[src/rtl/jump_ctrl_if.sv]
// Bundle of the fetch, retire, trap and redirect signals of jump_ctrl.
// The slave modport belongs to jump_ctrl; the master modport drives it.
interface jump_ctrl_if #(
  parameter int ADDR_W = 32
);
  // Fetch side: one entry per issued fetch
  logic              fetch_valid_i;
  logic [ADDR_W-1:0] fetch_addr_i;
  logic              predict_to_jump_i;
  logic [ADDR_W-1:0] predict_next_i;
  // Execute side: one retiring instruction per cycle
  logic              ex_valid_i;
  logic              ex_is_branch_i;
  logic              ex_is_jump_i;
  logic              ex_taken_i;
  logic [ADDR_W-1:0] ex_target_i;
  // Traps
  logic              int_req_i;
  logic [ADDR_W-1:0] int_addr_i;
  logic              exc_req_i;
  logic [ADDR_W-1:0] exc_addr_i;
  // Redirect results and status
  logic [2:0]        jump_cause_o;
  logic [ADDR_W-1:0] jump_from_addr_o;
  logic [ADDR_W-1:0] jump_to_addr_o;
  logic              flush_o;
  logic              hold_req_o;
  logic [15:0]       mispredict_cnt_o;
  logic              err_o;

  modport slave (
    input  fetch_valid_i, fetch_addr_i, predict_to_jump_i, predict_next_i,
    input  ex_valid_i, ex_is_branch_i, ex_is_jump_i, ex_taken_i, ex_target_i,
    input  int_req_i, int_addr_i, exc_req_i, exc_addr_i,
    output jump_cause_o, jump_from_addr_o, jump_to_addr_o, flush_o,
    output hold_req_o, mispredict_cnt_o, err_o
  );

  modport master (
    output fetch_valid_i, fetch_addr_i, predict_to_jump_i, predict_next_i,
    output ex_valid_i, ex_is_branch_i, ex_is_jump_i, ex_taken_i, ex_target_i,
    output int_req_i, int_addr_i, exc_req_i, exc_addr_i,
    input  jump_cause_o, jump_from_addr_o, jump_to_addr_o, flush_o,
    input  hold_req_o, mispredict_cnt_o, err_o
  );
endinterface

[src/rtl/jump_ctrl.sv]
// Jump controller: tracks fetch-time predictions in a small FIFO, compares
// them with what EX actually retires, and issues one-cycle redirects for
// mispredictions, interrupts and exceptions, followed by a drain window.
module jump_ctrl #(
  parameter int ADDR_W       = 32,
  parameter int DEPTH        = 4,
  parameter int DRAIN_CYCLES = 2
) (
  input logic         clk,
  input logic         rst_n,
  jump_ctrl_if.slave  bus
);
  localparam int PTR_W  = $clog2(DEPTH);
  localparam int CNT_W  = $clog2(DEPTH) + 1;
  localparam int DCNT_W = $clog2(DRAIN_CYCLES) + 1;

  localparam logic [2:0] C_NONE   = 3'b000;
  localparam logic [2:0] C_PNY    = 3'b001;
  localparam logic [2:0] C_PYN    = 3'b010;
  localparam logic [2:0] C_NOCOND = 3'b011;
  localparam logic [2:0] C_INT    = 3'b100;
  localparam logic [2:0] C_EXC    = 3'b101;

  typedef enum logic [1:0] {S_IDLE, S_REDIRECT, S_DRAIN} state_t;

  state_t              r_state;
  logic [DCNT_W-1:0]   r_drain_cnt;
  logic [2:0]          r_cause;
  logic [ADDR_W-1:0]   r_from;
  logic [ADDR_W-1:0]   r_to;
  logic                r_flush;
  logic [15:0]         r_mis_cnt;
  logic                r_err;

  logic [ADDR_W-1:0]   r_fifo_addr [DEPTH];
  logic                r_fifo_pj   [DEPTH];
  logic [ADDR_W-1:0]   r_fifo_next [DEPTH];
  logic [PTR_W-1:0]    r_wr_ptr;
  logic [PTR_W-1:0]    r_rd_ptr;
  logic [CNT_W-1:0]    r_count;

  logic                w_full;
  logic                w_empty;
  logic                w_push;
  logic                w_ex_idle;
  logic                w_pop;
  logic [ADDR_W-1:0]   w_head_addr;
  logic                w_head_pj;
  logic [ADDR_W-1:0]   w_head_next;
  logic                w_taken_flow;
  logic [ADDR_W-1:0]   w_actual_next;
  logic [2:0]          w_cause;
  logic [ADDR_W-1:0]   w_to;

  assign w_full    = (r_count == CNT_W'(DEPTH));
  assign w_empty   = (r_count == '0);
  assign w_push    = bus.fetch_valid_i && !w_full && (r_state != S_REDIRECT);
  // Retires are only counted in IDLE; in REDIRECT/DRAIN they belong to the
  // squashed stream.
  assign w_ex_idle = bus.ex_valid_i && (r_state == S_IDLE);
  assign w_pop     = w_ex_idle && !w_empty;

  // An empty FIFO reads as all-zero so trap redirects report from=0
  assign w_head_addr = w_empty ? '0 : r_fifo_addr[r_rd_ptr];
  assign w_head_pj   = w_empty ? 1'b0 : r_fifo_pj[r_rd_ptr];
  assign w_head_next = w_empty ? '0 : r_fifo_next[r_rd_ptr];

  assign w_taken_flow  = bus.ex_is_jump_i || (bus.ex_is_branch_i && bus.ex_taken_i);
  assign w_actual_next = w_taken_flow ? bus.ex_target_i : (w_head_addr + ADDR_W'(4));

  assign bus.hold_req_o = w_full ||
                          ((r_count == CNT_W'(DEPTH - 1)) && w_push && !w_pop);

  // Redirect cause selection, highest priority first
  always_comb begin
    w_cause = C_NONE;
    w_to    = '0;
    if (bus.exc_req_i) begin
      w_cause = C_EXC;
      w_to    = bus.exc_addr_i;
    end else if (bus.int_req_i) begin
      w_cause = C_INT;
      w_to    = bus.int_addr_i;
    end else if (w_pop) begin
      if (bus.ex_is_branch_i && !w_head_pj && bus.ex_taken_i) begin
        w_cause = C_PNY;
        w_to    = w_actual_next;
      end else if (bus.ex_is_branch_i && w_head_pj && !bus.ex_taken_i) begin
        w_cause = C_PYN;
        w_to    = w_actual_next;
      end else if (w_taken_flow && (w_actual_next != w_head_next)) begin
        w_cause = C_NOCOND;
        w_to    = w_actual_next;
      end
    end
  end

  // Prediction storage; contents need no reset since count gates validity
  always_ff @(posedge clk) begin
    if (w_push) begin
      r_fifo_addr[r_wr_ptr] <= bus.fetch_addr_i;
      r_fifo_pj[r_wr_ptr]   <= bus.predict_to_jump_i;
      r_fifo_next[r_wr_ptr] <= bus.predict_next_i;
    end
  end

  // FIFO pointers and occupancy; a REDIRECT cycle empties the FIFO
  always_ff @(posedge clk or negedge rst_n) begin
    if (!rst_n) begin
      r_wr_ptr <= '0;
      r_rd_ptr <= '0;
      r_count  <= '0;
    end else if (r_state == S_REDIRECT) begin
      r_wr_ptr <= '0;
      r_rd_ptr <= '0;
      r_count  <= '0;
    end else begin
      if (w_push) r_wr_ptr <= r_wr_ptr + 1'b1;
      if (w_pop)  r_rd_ptr <= r_rd_ptr + 1'b1;
      case ({w_push, w_pop})
        2'b10:   r_count <= r_count + 1'b1;
        2'b01:   r_count <= r_count - 1'b1;
        default: r_count <= r_count;
      endcase
    end
  end

  // Redirect FSM with registered one-cycle outputs, counters and error flag
  always_ff @(posedge clk or negedge rst_n) begin
    if (!rst_n) begin
      r_state     <= S_IDLE;
      r_drain_cnt <= '0;
      r_cause     <= C_NONE;
      r_from      <= '0;
      r_to        <= '0;
      r_flush     <= 1'b0;
      r_mis_cnt   <= '0;
      r_err       <= 1'b0;
    end else begin
      r_cause <= C_NONE;
      r_from  <= '0;
      r_to    <= '0;
      r_flush <= 1'b0;
      if (w_ex_idle && w_empty) r_err <= 1'b1;
      if (w_cause != C_NONE) begin
        r_state <= S_REDIRECT;
        r_cause <= w_cause;
        r_from  <= w_head_addr;
        r_to    <= w_to;
        r_flush <= 1'b1;
        if (((w_cause == C_PNY) || (w_cause == C_PYN)) && (r_mis_cnt != 16'hFFFF))
          r_mis_cnt <= r_mis_cnt + 16'd1;
      end else begin
        case (r_state)
          S_REDIRECT: begin
            r_state     <= S_DRAIN;
            r_drain_cnt <= DCNT_W'(DRAIN_CYCLES - 1);
          end
          S_DRAIN: begin
            if (r_drain_cnt == '0) r_state <= S_IDLE;
            else                   r_drain_cnt <= r_drain_cnt - 1'b1;
          end
          default: r_state <= S_IDLE;
        endcase
      end
    end
  end

  assign bus.jump_cause_o     = r_cause;
  assign bus.jump_from_addr_o = r_from;
  assign bus.jump_to_addr_o   = r_to;
  assign bus.flush_o          = r_flush;
  assign bus.mispredict_cnt_o = r_mis_cnt;
  assign bus.err_o            = r_err;
endmodule
[src/flat_wrapper.sv]
// flat-port wrapper written by rule: the top's interface ports become plain ports
module jump_ctrl_flat 
#(
  parameter int ADDR_W       = 32,
  parameter int DEPTH        = 4,
  parameter int DRAIN_CYCLES = 2
)
  (clk, rst_n, bus_fetch_valid_i, bus_fetch_addr_i, bus_predict_to_jump_i, bus_predict_next_i, bus_ex_valid_i, bus_ex_is_branch_i, bus_ex_is_jump_i, bus_ex_taken_i, bus_ex_target_i, bus_int_req_i, bus_int_addr_i, bus_exc_req_i, bus_exc_addr_i, bus_jump_cause_o, bus_jump_from_addr_o, bus_jump_to_addr_o, bus_flush_o, bus_hold_req_o, bus_mispredict_cnt_o, bus_err_o);
  jump_ctrl_if #(.ADDR_W(ADDR_W)) bus_i ();
  input logic clk;
  input logic rst_n;
  input wire logic [$bits(bus_i.fetch_valid_i)-1:0] bus_fetch_valid_i;
  input wire logic [$bits(bus_i.fetch_addr_i)-1:0] bus_fetch_addr_i;
  input wire logic [$bits(bus_i.predict_to_jump_i)-1:0] bus_predict_to_jump_i;
  input wire logic [$bits(bus_i.predict_next_i)-1:0] bus_predict_next_i;
  input wire logic [$bits(bus_i.ex_valid_i)-1:0] bus_ex_valid_i;
  input wire logic [$bits(bus_i.ex_is_branch_i)-1:0] bus_ex_is_branch_i;
  input wire logic [$bits(bus_i.ex_is_jump_i)-1:0] bus_ex_is_jump_i;
  input wire logic [$bits(bus_i.ex_taken_i)-1:0] bus_ex_taken_i;
  input wire logic [$bits(bus_i.ex_target_i)-1:0] bus_ex_target_i;
  input wire logic [$bits(bus_i.int_req_i)-1:0] bus_int_req_i;
  input wire logic [$bits(bus_i.int_addr_i)-1:0] bus_int_addr_i;
  input wire logic [$bits(bus_i.exc_req_i)-1:0] bus_exc_req_i;
  input wire logic [$bits(bus_i.exc_addr_i)-1:0] bus_exc_addr_i;
  output wire logic [$bits(bus_i.jump_cause_o)-1:0] bus_jump_cause_o;
  output wire logic [$bits(bus_i.jump_from_addr_o)-1:0] bus_jump_from_addr_o;
  output wire logic [$bits(bus_i.jump_to_addr_o)-1:0] bus_jump_to_addr_o;
  output wire logic [$bits(bus_i.flush_o)-1:0] bus_flush_o;
  output wire logic [$bits(bus_i.hold_req_o)-1:0] bus_hold_req_o;
  output wire logic [$bits(bus_i.mispredict_cnt_o)-1:0] bus_mispredict_cnt_o;
  output wire logic [$bits(bus_i.err_o)-1:0] bus_err_o;
  assign bus_i.fetch_valid_i = bus_fetch_valid_i;
  assign bus_i.fetch_addr_i = bus_fetch_addr_i;
  assign bus_i.predict_to_jump_i = bus_predict_to_jump_i;
  assign bus_i.predict_next_i = bus_predict_next_i;
  assign bus_i.ex_valid_i = bus_ex_valid_i;
  assign bus_i.ex_is_branch_i = bus_ex_is_branch_i;
  assign bus_i.ex_is_jump_i = bus_ex_is_jump_i;
  assign bus_i.ex_taken_i = bus_ex_taken_i;
  assign bus_i.ex_target_i = bus_ex_target_i;
  assign bus_i.int_req_i = bus_int_req_i;
  assign bus_i.int_addr_i = bus_int_addr_i;
  assign bus_i.exc_req_i = bus_exc_req_i;
  assign bus_i.exc_addr_i = bus_exc_addr_i;
  assign bus_jump_cause_o = bus_i.jump_cause_o;
  assign bus_jump_from_addr_o = bus_i.jump_from_addr_o;
  assign bus_jump_to_addr_o = bus_i.jump_to_addr_o;
  assign bus_flush_o = bus_i.flush_o;
  assign bus_hold_req_o = bus_i.hold_req_o;
  assign bus_mispredict_cnt_o = bus_i.mispredict_cnt_o;
  assign bus_err_o = bus_i.err_o;
  jump_ctrl #(.ADDR_W(ADDR_W), .DEPTH(DEPTH), .DRAIN_CYCLES(DRAIN_CYCLES)) u_core (.clk(clk), .rst_n(rst_n), .bus(bus_i));
endmodule
[config.mk]
export PLATFORM = sky130hd
export DESIGN_NAME = jump_ctrl_flat
export DESIGN_NICKNAME = d
export VERILOG_FILES = /design/src/rtl/jump_ctrl_if.sv /design/src/rtl/jump_ctrl.sv /design/src/flat_wrapper.sv
export SDC_FILE = /design/constraint.sdc
export NUM_CORES = 1
export LEC_CHECK = 0
export BUFFER_PORTS_ARGS = -buffer_cell sky130_fd_sc_hd__buf_4
export CORE_ASPECT_RATIO = 1.1
export CORE_UTILIZATION = 45
export DETAILED_ROUTE_END_ITERATION = 10
export HOLD_SLACK_MARGIN = 0.03
export PLACE_DENSITY = 0.68
export SLEW_MARGIN = 20
export SYNTH_ARGS = -nofsm -noshare
export SYNTH_HDL_FRONTEND = slang
export SYNTH_SLANG_ARGS = --single-unit
[constraint.sdc]
create_clock -name clk -period 7.22 [get_ports clk]
set_input_delay 0.722 -clock clk [delete_from_list [all_inputs] [get_ports clk]]
set_output_delay 0.722 -clock clk [all_outputs]
set_load 0.01 [all_outputs]
==> results_dict.tcl, run 1 <==
set metrics [dict create \
    outcome "finished clean" \
    routed_length_per_instance_um 24.5 \
    routabilityCongestion 0.970 \
    synth-async-reset-ratio_pct 27.0 \
    initial_core_util_pct 46.1 \
    cts-buffers-inserted 38 \
    finalCriticalPeriod_ps 5930 \
    cp_cell_sequence "or3_2, buf_4, and2_1, ha_1, nand3_1, a211oi_1, a31oi_1, a211o_1, a222oi_1, o2111ai_1, or4_1, and4bb_2, a21oi_2, buf_4, o41ai_2, o2bb2ai_1" \
    place_inst 1925 \
    number_of_enable_flip_flop_cells_after_synthesis 260 \
    timing.hold.ws_ps 186 \
    ys_seq_elements 356 \
    antenna_cells_inserted 0 \
    syn_area_um2 16800 \
    remaining_drc_errors 0 \
    drive_above_1_share_pct 29.5 \
    drt_iter0_markers 1023 \
    clk_pin_slew_ps 60 \
    fraction_of_synthesized_cell_area_taken_by_the_top_area_cell_type_pct 46.4 \
    grt_use_total_pct 25.6 \
    start_kind "flop" \
    cap_viol_max_count 0 \
    timing.critical_path.arrival_ps 6380 \
    syn_nets 1414 \
    chipHeight_um 205 \
    crit_top_cell "buf_4" \
    flow.area_growth_from_synthesis_pct 21.5 \
    cts_max_path_buffers 3 \
    routed_via_density 5.75 \
    die_x_um 186 \
    power.density_nw_per_um2 244 \
    final_max_slew_viol_count 0 \
    setup_total_negative_slack_ps 0 \
    cts-root-buf "clkbuf_16" \
    grt_overflow 0 \
    required_time_at_the_worst_slack_endpoint_ps 7680 \
    critical_path_peak_fanout 29 \
    worst_margin_slew_ps 1060 \
    max-vdd-ir-drop_mv 0.149 \
    timing_worst_setup_path_type "reg -> reg" \
    postRouteWirelength_um 48900 \
    netlist_instances 1232 \
    dominantRegCellSynth "edfxtp_1" \
    power.static_leakage_uw 0.00760 \
    vias 11500 \
    drt_first_pass_iters 5 \
    ys_top_cells_by_area "edfxtp_1 (46%), dfrtp_1 (14%), mux4_2 (9.5%)" \
    top_level_ports 256 \
    core_area_um2 36400 \
    timing.critical_path.slowest_stage_cell "a211oi_1" \
    cp-end-kind "flop" \
    synth.distinct_cells 82 \
    setup_viol 0 \
    grt_pass1_wl_um 71700 \
    fin_crit_share_pct 82.1 \
    max_clock_freq_ghz 0.169 \
    cts_max_level 2 \
    post_cts_resized 0 \
    via_count_of_the_first_global_routing_pass 11400 \
    clkLatencyLatePin_ps 530 \
    io_buffer_count 255 \
    dpl.hpwl_um 35400 \
    grt_start_max_net_pins 67 \
    synth_top_cell_by_area "edfxtp_1" \
    cts_hold_buffers 0 \
    finalHoldViolCount 0 \
    postCtsSetupRepairBufs 0 \
    avgSynthCellArea_um2 13.6 \
    num_rows 73 \
    setup_repair_after_global_routing_missed_its_margin "false" \
    slew-limit-headroom_pct 29.3 \
    timing.critical_path.slowest_cell_delay_ps 790 \
    finalNetCount 1660 \
    seq_area_frac_synth_pct 60.7 \
    layout.filler_cells 2981 \
    post_layout_nonfiller_instances 1994 \
    clock-sinks 356 \
    ant_nets 0 \
    cts_tree "yes" \
    antenna_found_initial 0 \
    synth.yosys.warnings 0 \
    timing.hold.worst.class "in -> async" \
    finClkSkew_ps 16.1 \
    die_area_um2 38100 \
]
power by group:
| part | internal [uW] | switching, uW | leakage, uW |
|---|---|---|---|
| clock network | 1180 | 774 | 0.000619 |
| logic | 274 | 420 | 0.00337 |
| registers | 2300 | 39.1 | 0.00361 |
| total | 3750 | 1230 | 0.00760 |
placed cells by master, fill, tap and decap left out, types with 7 or more instances in the layout:
cell type | Yosys | final
mux4_2 | 71 | 71
nand2_1 | 161 | 161
clkbuf_1 | 35 | 7
nand4_1 | 14 | 14
xor2_1 | 48 | 48
nor4_1 | 12 | 12
a22oi_1 | 23 | 23
nor3_1 | 21 | 20
a31oi_1 | 7 | 7
xnor2_1 | 48 | 48
buf_4 | 6 | 270
ha_1 | 11 | 11
and2_1 | 17 | 13
clkbuf_16 | 0 | 42
nor2b_1 | 19 | 19
mux2i_1 | 14 | 14
mux2_2 | 7 | 7
and3_1 | 24 | 24
nand3_1 | 18 | 18
dfrtp_1 | 96 | 94
a221oi_2 | 8 | 8
or3_1 | 8 | 7
o21ai_0 | 62 | 62
edfxtp_1 | 260 | 260
nor2_1 | 49 | 49
nand2b_1 | 9 | 9
inv_1 | 24 | 24
a21oi_1 | 37 | 36
worst max-delay path, delay by kind of cell, from the launching register on:
kind            cells  cell delay (ps)
flops               1              470
buf+inv             2              590
compound gates      8             2430
simple gates        5             1890
fa+ha+maj           1              450
registers in the layout (all words and copies together), names as in the netlist:
register / cells
u_core.bus.err_o: 1
u_core.r_fifo_next: 128
u_core.bus.jump_to_addr_o: 32
u_core.bus.jump_from_addr_o: 32
u_core.bus.mispredict_cnt_o: 16
u_core.r_drain_cnt: 2
u_core.r_fifo_pj: 4
u_core.r_fifo_addr: 128
u_core.bus.flush_o: 1
u_core.r_rd_ptr: 2
u_core.r_wr_ptr: 2
u_core.r_state: 2
u_core.bus.jump_cause_o: 3
u_core.r_count: 3
area by class of cell:
type	instances	area (um2)	area share, %
multi-input combinational	788	6200	30.4
timing repair buffer	270	2030	9.92
clock buffer	54	1150	5.61
tap	487	609	2.98
sequential	356	10200	50.0
clock inverter	15	131	0.643
inverter	24	90.1	0.441
cell usage after synthesis, drive strengths merged (7+ instances only):
cell	count
nor2	49
xor2	48
nor4	13
buf	29
xnor2	48
inv	24
mux4	72
edfxtp	260
nand4	14
a31oi	7
or3	8
mux2i	14
ha	11
clkbuf	35
nor2b	19
mux2	7
and2	18
nand2	161
dfrtp	96
nand3	18
a22oi	23
a21oi	39
and3	24
nor3	22
nand2b	9
o21ai	64
a221oi	9
per-layer routing:
metal	track usage, %	vias to the layer above	wire, um
met5	0	-	0
met3	5.69	89	3390
met2	42.0	465	23600
li1	-	5158	-
met1	32.9	5758	19900
met4	10.8	0	2010
final timing paths:
check | start | slack, ps | endpoint | cells past startpoint
worst max-delay path | u_core.r_count[0] | 1290 | u_core.r_drain_cnt[1] | 16
worst min-delay path | rst_n | 190 | u_core.bus.jump_from_addr_o[25] | 1
worst max register to register | u_core.r_count[0] | 1290 | u_core.r_drain_cnt[1] | 16
worst min register to register | u_core.bus.mispredict_cnt_o[8] | 490 | u_core.bus.mispredict_cnt_o[8] | 1
max in group asynchronous | rst_n | 5810 | u_core.bus.jump_from_addr_o[0] | 2
min in group clk | bus_fetch_addr_i[13] | 390 | u_core.r_fifo_addr[3][13] | 1
cells by family after synthesis:
logic type / Yosys count / synth area share (%)
compound gates: 195 / 7.94
xor+xnor: 97 / 5.13
fa+ha+maj: 12 / 0.938
buf+inv: 88 / 2.53
flops: 356 / 60.7
mux: 93 / 11.0
simple gates: 391 / 11.8
through the flow:
stage / setup WS [ps] / cell area, um2 / total power [uW] / util, %
after floorplan: 1540 / 16800 / 2740 / -
after global placement: 1410 / 19100 / 3060 / 52.5
after detailed placement: 1440 / 19100 / 3070 / 52.5
after CTS: 1410 / 20400 / 5020 / 56.0
after global routing: 910 / 20400 / 5150 / 56.0
final: 1290 / 20400 / 4980 / 56.0
Note: power is estimated with default switching activity, not from simulation.
==> run 2: changes to the inputs <==
==> constraint.sdc (replaced) <==
create_clock -name clk -period 6 [get_ports clk]
set_input_delay 0.6 -clock clk [delete_from_list [all_inputs] [get_ports clk]]
set_output_delay 0.6 -clock clk [all_outputs]
set_load 0.01 [all_outputs]
==> results_dict.tcl, run 2 (synthesis results as in run 1) <==
set metrics [dict create \
    critPathTopFamily "simple AND/OR/NAND/NOR gates" \
    ant_nets 0 \
    most_frequent_standard_cell_in_the_layout_excluding_fill_and_tap_cells "buf_4" \
    required_time_at_the_worst_slack_endpoint_ps 6430 \
    drt_first_pass_iters 6 \
    worst-path-stages 13 \
    fin_crit_share_pct 85.9 \
    outcome "finished clean" \
    initial_core_util_pct 46.1 \
    antenna_found_initial 1 \
    die_area_um2 38100 \
    clkLatencyLatePin_ps 530 \
    postLayoutCoreUtil_pct 55.8 \
    setup_viol 0 \
    layout_top_registers "u_core.r_fifo_addr: 128 flops, u_core.r_fifo_next: 128 flops" \
    io_buffer_count 255 \
    drt_iter0_markers 1054 \
    remaining_drc_errors 0 \
    grt_use_total_pct 26.1 \
    routabilityCongestion 0.972 \
    postCtsSetupRepairBufs 0 \
    max_clock_freq_ghz 0.194 \
    cp_cell_sequence "or3_2, buf_4, nand2_1, nor4_1, nand4_1, xnor2_1, o21a_1, a2bb2oi_1, o22a_1, and4bb_2, a21oi_4, o211ai_1, a21oi_1" \
    via_count_of_the_first_global_routing_pass 11500 \
    final_max_slew_viol_count 0 \
    max-vdd-ir-drop_mv 0.235 \
    grt_overflow 0 \
    final_cell_mix "buf_4 (275), edfxtp_1 (260), nand2_1 (161)" \
    critical_path_peak_fanout 48 \
    layout.filler_cells 2982 \
    power.static_leakage_uw 0.00756 \
    setup_repair_after_global_routing_missed_its_margin "false" \
    flow.area_growth_from_synthesis_pct 20.9 \
    slew-limit-headroom_pct 29.0 \
    cts-buffers-inserted 37 \
    postRouteWirelength_um 49500 \
    drive_above_1_share_pct 29.1 \
    die_x_um 186 \
    cts_hold_buffers 0 \
    finalHoldViolCount 0 \
    cp-end-kind "flop" \
    vias 11600 \
    setup_total_negative_slack_ps 0 \
    num_rows 73 \
    chipHeight_um 205 \
    timing.critical_path.slowest_cell_delay_ps 800 \
    grt_start_max_net_pins 67 \
    worst_margin_slew_ps 1070 \
    timing.critical_path.slowest_stage_cell "a21oi_4" \
    routed_via_density 5.81 \
    finalNetCount 1665 \
    dpl.hpwl_um 36200 \
    grt_pass1_wl_um 73200 \
    cts_max_path_buffers 3 \
    clk_pin_slew_ps 60 \
    cts_max_level 2 \
    finalCriticalPeriod_ps 5160 \
    timing.critical_path.arrival_ps 5590 \
    routed_length_per_instance_um 24.8 \
    top_level_ports 256 \
    cap_viol_max_count 0 \
    cts_tree "yes" \
    timing_worst_setup_path_type "reg -> reg" \
    power.density_nw_per_um2 286 \
    start_kind "flop" \
    core_area_um2 36400 \
    timing.hold.worst.class "in -> async" \
    clock-sinks 356 \
    finClkSkew_ps 14.0 \
    worst-path-buf-inv 1 \
    cts-root-buf "clkbuf_16" \
    post_cts_resized 0 \
    worst-r2r-cell-count 13 \
]
-- run 2: cell count changes in the layout (fill, tap and decap cells not counted), sizes merged --
cell and change:
buf +6, clkinvlp -3, bufinv -1, clkbuf -1, diode +1, inv +1
-- run 2: layout make-up --
cell class                 count  area [um2]  area share [%]
antenna                        1        2.50          0.0123
multi-input combinational    788        6200            30.5
clock inverter                12        88.8           0.437
tap                          487         609            3.00
sequential                   356       10200            50.2
clock buffer                  53        1040            5.11
timing repair buffer         276        2080            10.3
inverter                      24        90.1           0.443
-- run 2: worst paths after layout --
| kind | from | endpoint | slack (ps) |
|---|---|---|---|
| setup reg to reg | u_core.r_count[0] | u_core.bus.jump_to_addr_o[24] | 840 |
| hold / removal | rst_n | u_core.bus.mispredict_cnt_o[1] | 110 |
| setup / recovery | u_core.r_count[0] | u_core.bus.jump_to_addr_o[24] | 840 |
| max in group asynchronous | rst_n | u_core.bus.jump_to_addr_o[31] | 4760 |
| min in group clk | bus_fetch_addr_i[10] | u_core.r_fifo_addr[0][10] | 270 |
| hold reg to reg | u_core.bus.mispredict_cnt_o[10] | u_core.bus.mispredict_cnt_o[10] | 500 |
-- run 2: stage by stage --
step | setup slack (ps) | hold WS, ps | std cells | power (uW) | instance area (um2)
6_report | 843 | 112 | 1997 | 5810 | 20300
4_1_cts | 870 | 132 | 1996 | 5850 | 20300
2_1_floorplan | 317 | 304 | 1232 | 3300 | 16800
5_1_grt | 512 | 144 | 1996 | 6020 | 20300
3_3_place_gp | 934 | 476 | 1931 | 3680 | 19200
3_5_place_dp | 894 | 493 | 1931 | 3700 | 19200
-- run 2: metal layers --
layer	GRT usage, %	vias up	share of wire (%)
met5	0	-	0
met4	8.23	0	2.9
met3	4.56	82	6.8
met2	44.1	527	50
met1	34.2	5828	41
li1	-	5169	-
-- run 2: power by group --
part           internal [uW]  switching [uW]  total [uW]
combinational            331             510         841
sequential              2760            46.0        2810
clock                   1250             908        2160
total                   4340            1460        5810
